<file path="config.mk">
export PLATFORM = sky130hd
export DESIGN_NAME = mem_arbiter
export DESIGN_NICKNAME = d
export VERILOG_FILES = /design/src/rtl/mem_arbiter.sv
export SDC_FILE = /design/constraint.sdc
export NUM_CORES = 1
export LEC_CHECK = 0
export ABC_CLOCK_PERIOD_IN_PS = 1700
export CORE_MARGIN = 3
export CORE_UTILIZATION = 22
export DETAILED_ROUTE_END_ITERATION = 10
export PLACE_DENSITY = 0.79
export SYNTH_ARGS = -nofsm -noshare
export SYNTH_HDL_FRONTEND = slang
export SYNTH_SLANG_ARGS = --single-unit
</file>
<file path="constraint.sdc">
create_clock -name clk -period 1.7 [get_ports clk]
set_clock_uncertainty 0.15 [all_clocks]
set_input_delay 0.255 -clock clk [delete_from_list [all_inputs] [get_ports clk]]
set_output_delay 0.255 -clock clk [all_outputs]
set_load 0.02 [all_outputs]
</file>
<file path="src/rtl/mem_arbiter.sv">
// Single-port memory arbiter for the core instruction port, core data port and host loader.
// Grants are combinational; a 2-bit tag routes each read's data back to its requester.
module mem_arbiter #(
    parameter int AW             = 16,
    parameter int DW             = 16,
    parameter int MAX_HOST_BURST = 8
) (
    input  logic          clk,
    input  logic          rst,
    input  logic          i_req,
    input  logic [AW-1:0] i_addr,
    output logic          i_gnt,
    output logic [DW-1:0] i_rdata,
    output logic          i_rvalid,
    input  logic          d_req,
    input  logic          d_we,
    input  logic [AW-1:0] d_addr,
    input  logic [DW-1:0] d_wdata,
    output logic          d_gnt,
    output logic [DW-1:0] d_rdata,
    output logic          d_rvalid,
    input  logic          h_req,
    input  logic          h_we,
    input  logic [AW-1:0] h_addr,
    input  logic [DW-1:0] h_wdata,
    output logic          h_gnt,
    output logic [DW-1:0] h_rdata,
    output logic          h_rvalid,
    output logic          hold_cpu,
    output logic [AW-1:0] m_addr,
    output logic [DW-1:0] m_wdata,
    output logic          m_we,
    output logic          m_oe,
    input  logic [DW-1:0] m_rdata
);

    localparam int CW = $clog2(MAX_HOST_BURST + 1);
    localparam logic [CW-1:0] BURST_LAST = CW'(MAX_HOST_BURST - 1);

    typedef enum logic {
        ST_RUN  = 1'b0,
        ST_HOST = 1'b1
    } state_e;

    typedef enum logic [1:0] {
        TAG_NONE = 2'd0,
        TAG_I    = 2'd1,
        TAG_D    = 2'd2,
        TAG_H    = 2'd3
    } tag_e;

    state_e        state_q, state_d;
    logic          alt_q, alt_d;
    logic [CW-1:0] burst_cnt_q, burst_cnt_d;
    logic          skip_host_q, skip_host_d;
    tag_e          tag_q, tag_d;

    // Arbitration, next-state, memory drive and read-tag capture.
    always_comb begin
        state_d     = state_q;
        alt_d       = alt_q;
        burst_cnt_d = burst_cnt_q;
        skip_host_d = skip_host_q;
        tag_d       = TAG_NONE;
        i_gnt       = 1'b0;
        d_gnt       = 1'b0;
        h_gnt       = 1'b0;
        hold_cpu    = 1'b0;
        m_addr      = {AW{1'b0}};
        m_wdata     = {DW{1'b0}};
        m_we        = 1'b0;
        m_oe        = 1'b0;

        case (state_q)
            ST_RUN: begin
                // After a forced host exit, h_req is ignored for one cycle.
                if (h_req && !skip_host_q) begin
                    state_d = ST_HOST;
                end else begin
                    if (i_req && d_req) begin
                        i_gnt = alt_q;
                        d_gnt = !alt_q;
                    end else begin
                        i_gnt = i_req;
                        d_gnt = d_req;
                    end
                    if (d_gnt && i_req) begin
                        alt_d = 1'b1;
                    end else if (i_gnt) begin
                        alt_d = 1'b0;
                    end else begin
                        alt_d = alt_q;
                    end
                end
                skip_host_d = 1'b0;
                burst_cnt_d = {CW{1'b0}};
                hold_cpu    = (i_req && !i_gnt) || (d_req && !d_gnt);
            end
            ST_HOST: begin
                h_gnt    = h_req;
                hold_cpu = 1'b1;
                if (h_req) begin
                    if (burst_cnt_q == BURST_LAST) begin
                        state_d     = ST_RUN;
                        burst_cnt_d = {CW{1'b0}};
                        skip_host_d = 1'b1;
                    end else begin
                        burst_cnt_d = burst_cnt_q + {{(CW-1){1'b0}}, 1'b1};
                    end
                end else begin
                    state_d     = ST_RUN;
                    burst_cnt_d = {CW{1'b0}};
                end
            end
            default: begin
                state_d = ST_RUN;
            end
        endcase

        if (rst) begin
            i_gnt    = 1'b0;
            d_gnt    = 1'b0;
            h_gnt    = 1'b0;
            hold_cpu = 1'b0;
        end else begin
            hold_cpu = hold_cpu;
        end

        if (h_gnt) begin
            m_addr  = h_addr;
            m_wdata = h_wdata;
            m_we    = h_we;
            m_oe    = !h_we;
            tag_d   = h_we ? TAG_NONE : TAG_H;
        end else if (d_gnt) begin
            m_addr  = d_addr;
            m_wdata = d_wdata;
            m_we    = d_we;
            m_oe    = !d_we;
            tag_d   = d_we ? TAG_NONE : TAG_D;
        end else if (i_gnt) begin
            m_addr  = i_addr;
            m_oe    = 1'b1;
            tag_d   = TAG_I;
        end else begin
            tag_d   = TAG_NONE;
        end
    end

    // State registers with synchronous reset.
    always_ff @(posedge clk) begin
        if (rst) begin
            state_q     <= ST_RUN;
            alt_q       <= 1'b0;
            burst_cnt_q <= {CW{1'b0}};
            skip_host_q <= 1'b0;
            tag_q       <= TAG_NONE;
        end else begin
            state_q     <= state_d;
            alt_q       <= alt_d;
            burst_cnt_q <= burst_cnt_d;
            skip_host_q <= skip_host_d;
            tag_q       <= tag_d;
        end
    end

    assign i_rdata  = m_rdata;
    assign d_rdata  = m_rdata;
    assign h_rdata  = m_rdata;
    assign i_rvalid = (tag_q == TAG_I) && !rst;
    assign d_rvalid = (tag_q == TAG_D) && !rst;
    assign h_rvalid = (tag_q == TAG_H) && !rst;

endmodule
</file>
==> results.json <==
{
  "outcome": "finished with violations",
  "violations": "negative setup slack",
  "grt_pass1_vias": 1882,
  "setup_viol": 38,
  "cp-end-kind": "primary output",
  "firstDrtPassIters": 4,
  "place.gp.congestion": 0.7983,
  "r2r-start": "alt_q",
  "synth_cells": 175,
  "cts.sinks": 9,
  "clk_latency_ns": 0.24,
  "tightest_slew_ns": 0.2791,
  "wirelength_um": 6406,
  "p_leak_nw": 1.349,
  "avgRoutedWirePerCell_um": 17.94,
  "cts.clk_slew.worst_paths_ns": 0.05,
  "relSlewSlack": 0.8140,
  "synth_top_cell_by_area": "buf_4",
  "synth_nets": 279,
  "critPathKind": "flip-flop to primary output",
  "drc": 0,
  "slew_violations": 0,
  "drive_gt1_frac": 0.5228,
  "stdcell_count": 357,
  "startpoint_type": "flip-flop",
  "nets": 390,
  "ys_ff_latch": 9,
  "first_iter_violations": 20,
  "fmax_mhz": 514.6,
  "synthArstFlopShare": 0,
  "worstPathArrival_ns": 1.54,
  "drv_cap": 0,
  "p_total_mw": 1.226,
  "ir_drop_mv": 0.2398,
  "period_minus_slack_ns": 1.943,
  "synth-edff-count": 0,
  "rsz0062_at_grt": "yes",
  "yosysWarnings": 0,
  "holdBufCountCts": 0,
  "syn_avg_cell_area_um2": 7.543,
  "grt_max_degree": 25,
  "root_buffer": "clkbuf_8",
  "synth_common_cells": "48 x buf_4, 18 x nand2_1, 17 x a22o_1, 16 x a32oi_1, 14 x o21ai_0",
  "yosysTopAreaCellShare": 0.2730,
  "layout_setup_ws_ns": -0.2434,
  "htreeDepth": 1,
  "place_inst": 335,
  "core-area_mm2": 0.005642,
  "power_density_mw_per_mm2": 360.5,
  "synth_most_common_cell": "buf_4",
  "drtAntennaViolNets": 0,
  "grt_pass1_wl_um": 9252,
  "syn_area_mm2": 0.001320,
  "rows": 27,
  "initial_utilization": 0.2340,
  "syn2layout_area_growth_pct": 157.5,
  "vias": 1719,
  "hp-start": "burst_cnt_q[0]",
  "hpwlAfterDp_um": 4385,
  "io_buffers": 127,
  "cp.required_ns": 1.29,
  "cts_tree": "built",
  "pin_count": 192,
  "cts_buffers": 3,
  "timing.final.crit_share": 1.143,
  "preCtsSetupSlack_ns": -0.9389,
  "synth_cell_types": 34,
  "hold_class": "flip-flop to flip-flop",
  "cts_buffer_depth": 2,
  "grt-ovfl-total": 0,
  "via_per_inst": 4.815,
  "track_usage": 0.1629,
  "chipHeight_um": 83.46,
  "antenna_cells": 0,
  "netlist_top_cells_area": "buf_4 27%, dfxtp_1 14%, a22o_1 11%, a32oi_1 11%, o21ai_0 5.3%",
  "die_w_um": 83.46,
  "ys_seq_area_frac": 0.1365,
  "hold_viol": 0,
  "cp_max_fo": 5,
  "crit_start": "skip_host_q",
  "synthFlopType": "dfxtp_1",
  "antenna_found_initial": 0,
  "die_area_mm2": 0.006966
}
-- final timing paths --
| check | cells past startpoint | slack (ns) | endpoint |
|---|---|---|---|
| worst min-delay path | 1 | 0.29 | burst_cnt_q[0] |
| worst max-delay path | 7 | -0.24 | m_wdata[0] |
| worst max register to register | 4 | 0.21 | alt_q |
| worst min register to register | 1 | 0.29 | burst_cnt_q[0] |
-- cell usage in the layout (no fill, tap or decap), drive strengths merged --
master and instances:
a22o 17, nor3b 4, clkinv 1, o2bb2ai 1
nor2 6, buf 75, maj3 1, a21oi 2
mux2i 1, o22ai 2, nand2b 1, inv 3
o21ai 17, a41oi 1, and3b 1, a22oi 1
dfxtp 9, xnor2 1, clkdlybuf4s15 1, a21boi 1
dlygate4sd2 5, or3 2, ha 1, nor4b 1
nand3b 2, or2b 1, o21ba 1, and3 1
a32oi 16, nor2b 1, nand3 1, nand2 18
clkdlybuf4s50 82, clkbuf 7
-- critical path, cell delays in order, from the launching register on --
cell     delay [ns]
dfxtp_2        0.35
nor2b_4        0.05
buf_6          0.11
nor4b_4        0.23
buf_4          0.18
buf_6          0.12
a22o_1         0.15
buf_6          0.12
-- where the power goes --
part           switching (mW)  internal, mW  total [mW]
Clock                  0.0924         0.160       0.253
Sequential            0.00435         0.217       0.222
Combinational           0.304         0.448       0.751
Total                   0.400         0.825        1.23
-- sequential cells by signal, indices dropped and copies added (netlist names) --
name,flops
alt_q,1
burst_cnt_q,4
skip_host_q,1
state_q,1
tag_q,2
-- stage by stage --
step / area [um2] / hold slack [ns] / setup TNS (ns) / util
after CTS: 3176 / 0.2923 / -11.20 / 0.5629
after global placement: 2720 / 0.2768 / -33.82 / 0.4821
final: 3400 / 0.2908 / -6.900 / 0.6026
after global routing: 3400 / 0.3180 / -8.875 / 0.6026
after floorplan: 1579 / 0.2065 / -0.8781 / -
after detailed placement: 2720 / 0.2853 / -34.84 / 0.4821
-- cells by family after synthesis --
family | after synthesis | synth area share
AO/OA/AOI/OAI | 59 | 0.3412
XOR/XNOR | 1 | 0.006636
adder cells (fa/ha/maj) | 2 | 0.01706
buffers and inverters | 64 | 0.3308
flip-flops | 9 | 0.1365
multiplexers | 1 | 0.007583
AND/OR/NAND/NOR | 39 | 0.1602
-- per-layer routing --
metal | wire length, um | global-route usage
met1 | 2270 | 0.1703
met2 | 3481 | 0.3032
met3 | 598 | 0.05726
met4 | 56 | 0.05117
met5 | 0 | 0
-- final cells by class --
type                            count  area (um2)
Sequential cell                     9       183.9
Timing Repair Buffer              167        1814
Clock buffer                        3       41.29
Inverter                            3       13.76
Fill cell                         452        2242
Clock inverter                      1       5.005
Tap cell                           72       90.09
Multi-Input combinational cell    102        1251
-- what timing repair did --
action / 4_1_cts / 5_1_grt
buffers inserted: 12 / 2
gates resized for setup: 228 / 77
endpoints found under the setup margin: 42 / 38
cloned: 4 / 4
pin swaps: 9 / 28
(Power assumes the default switching activity.)
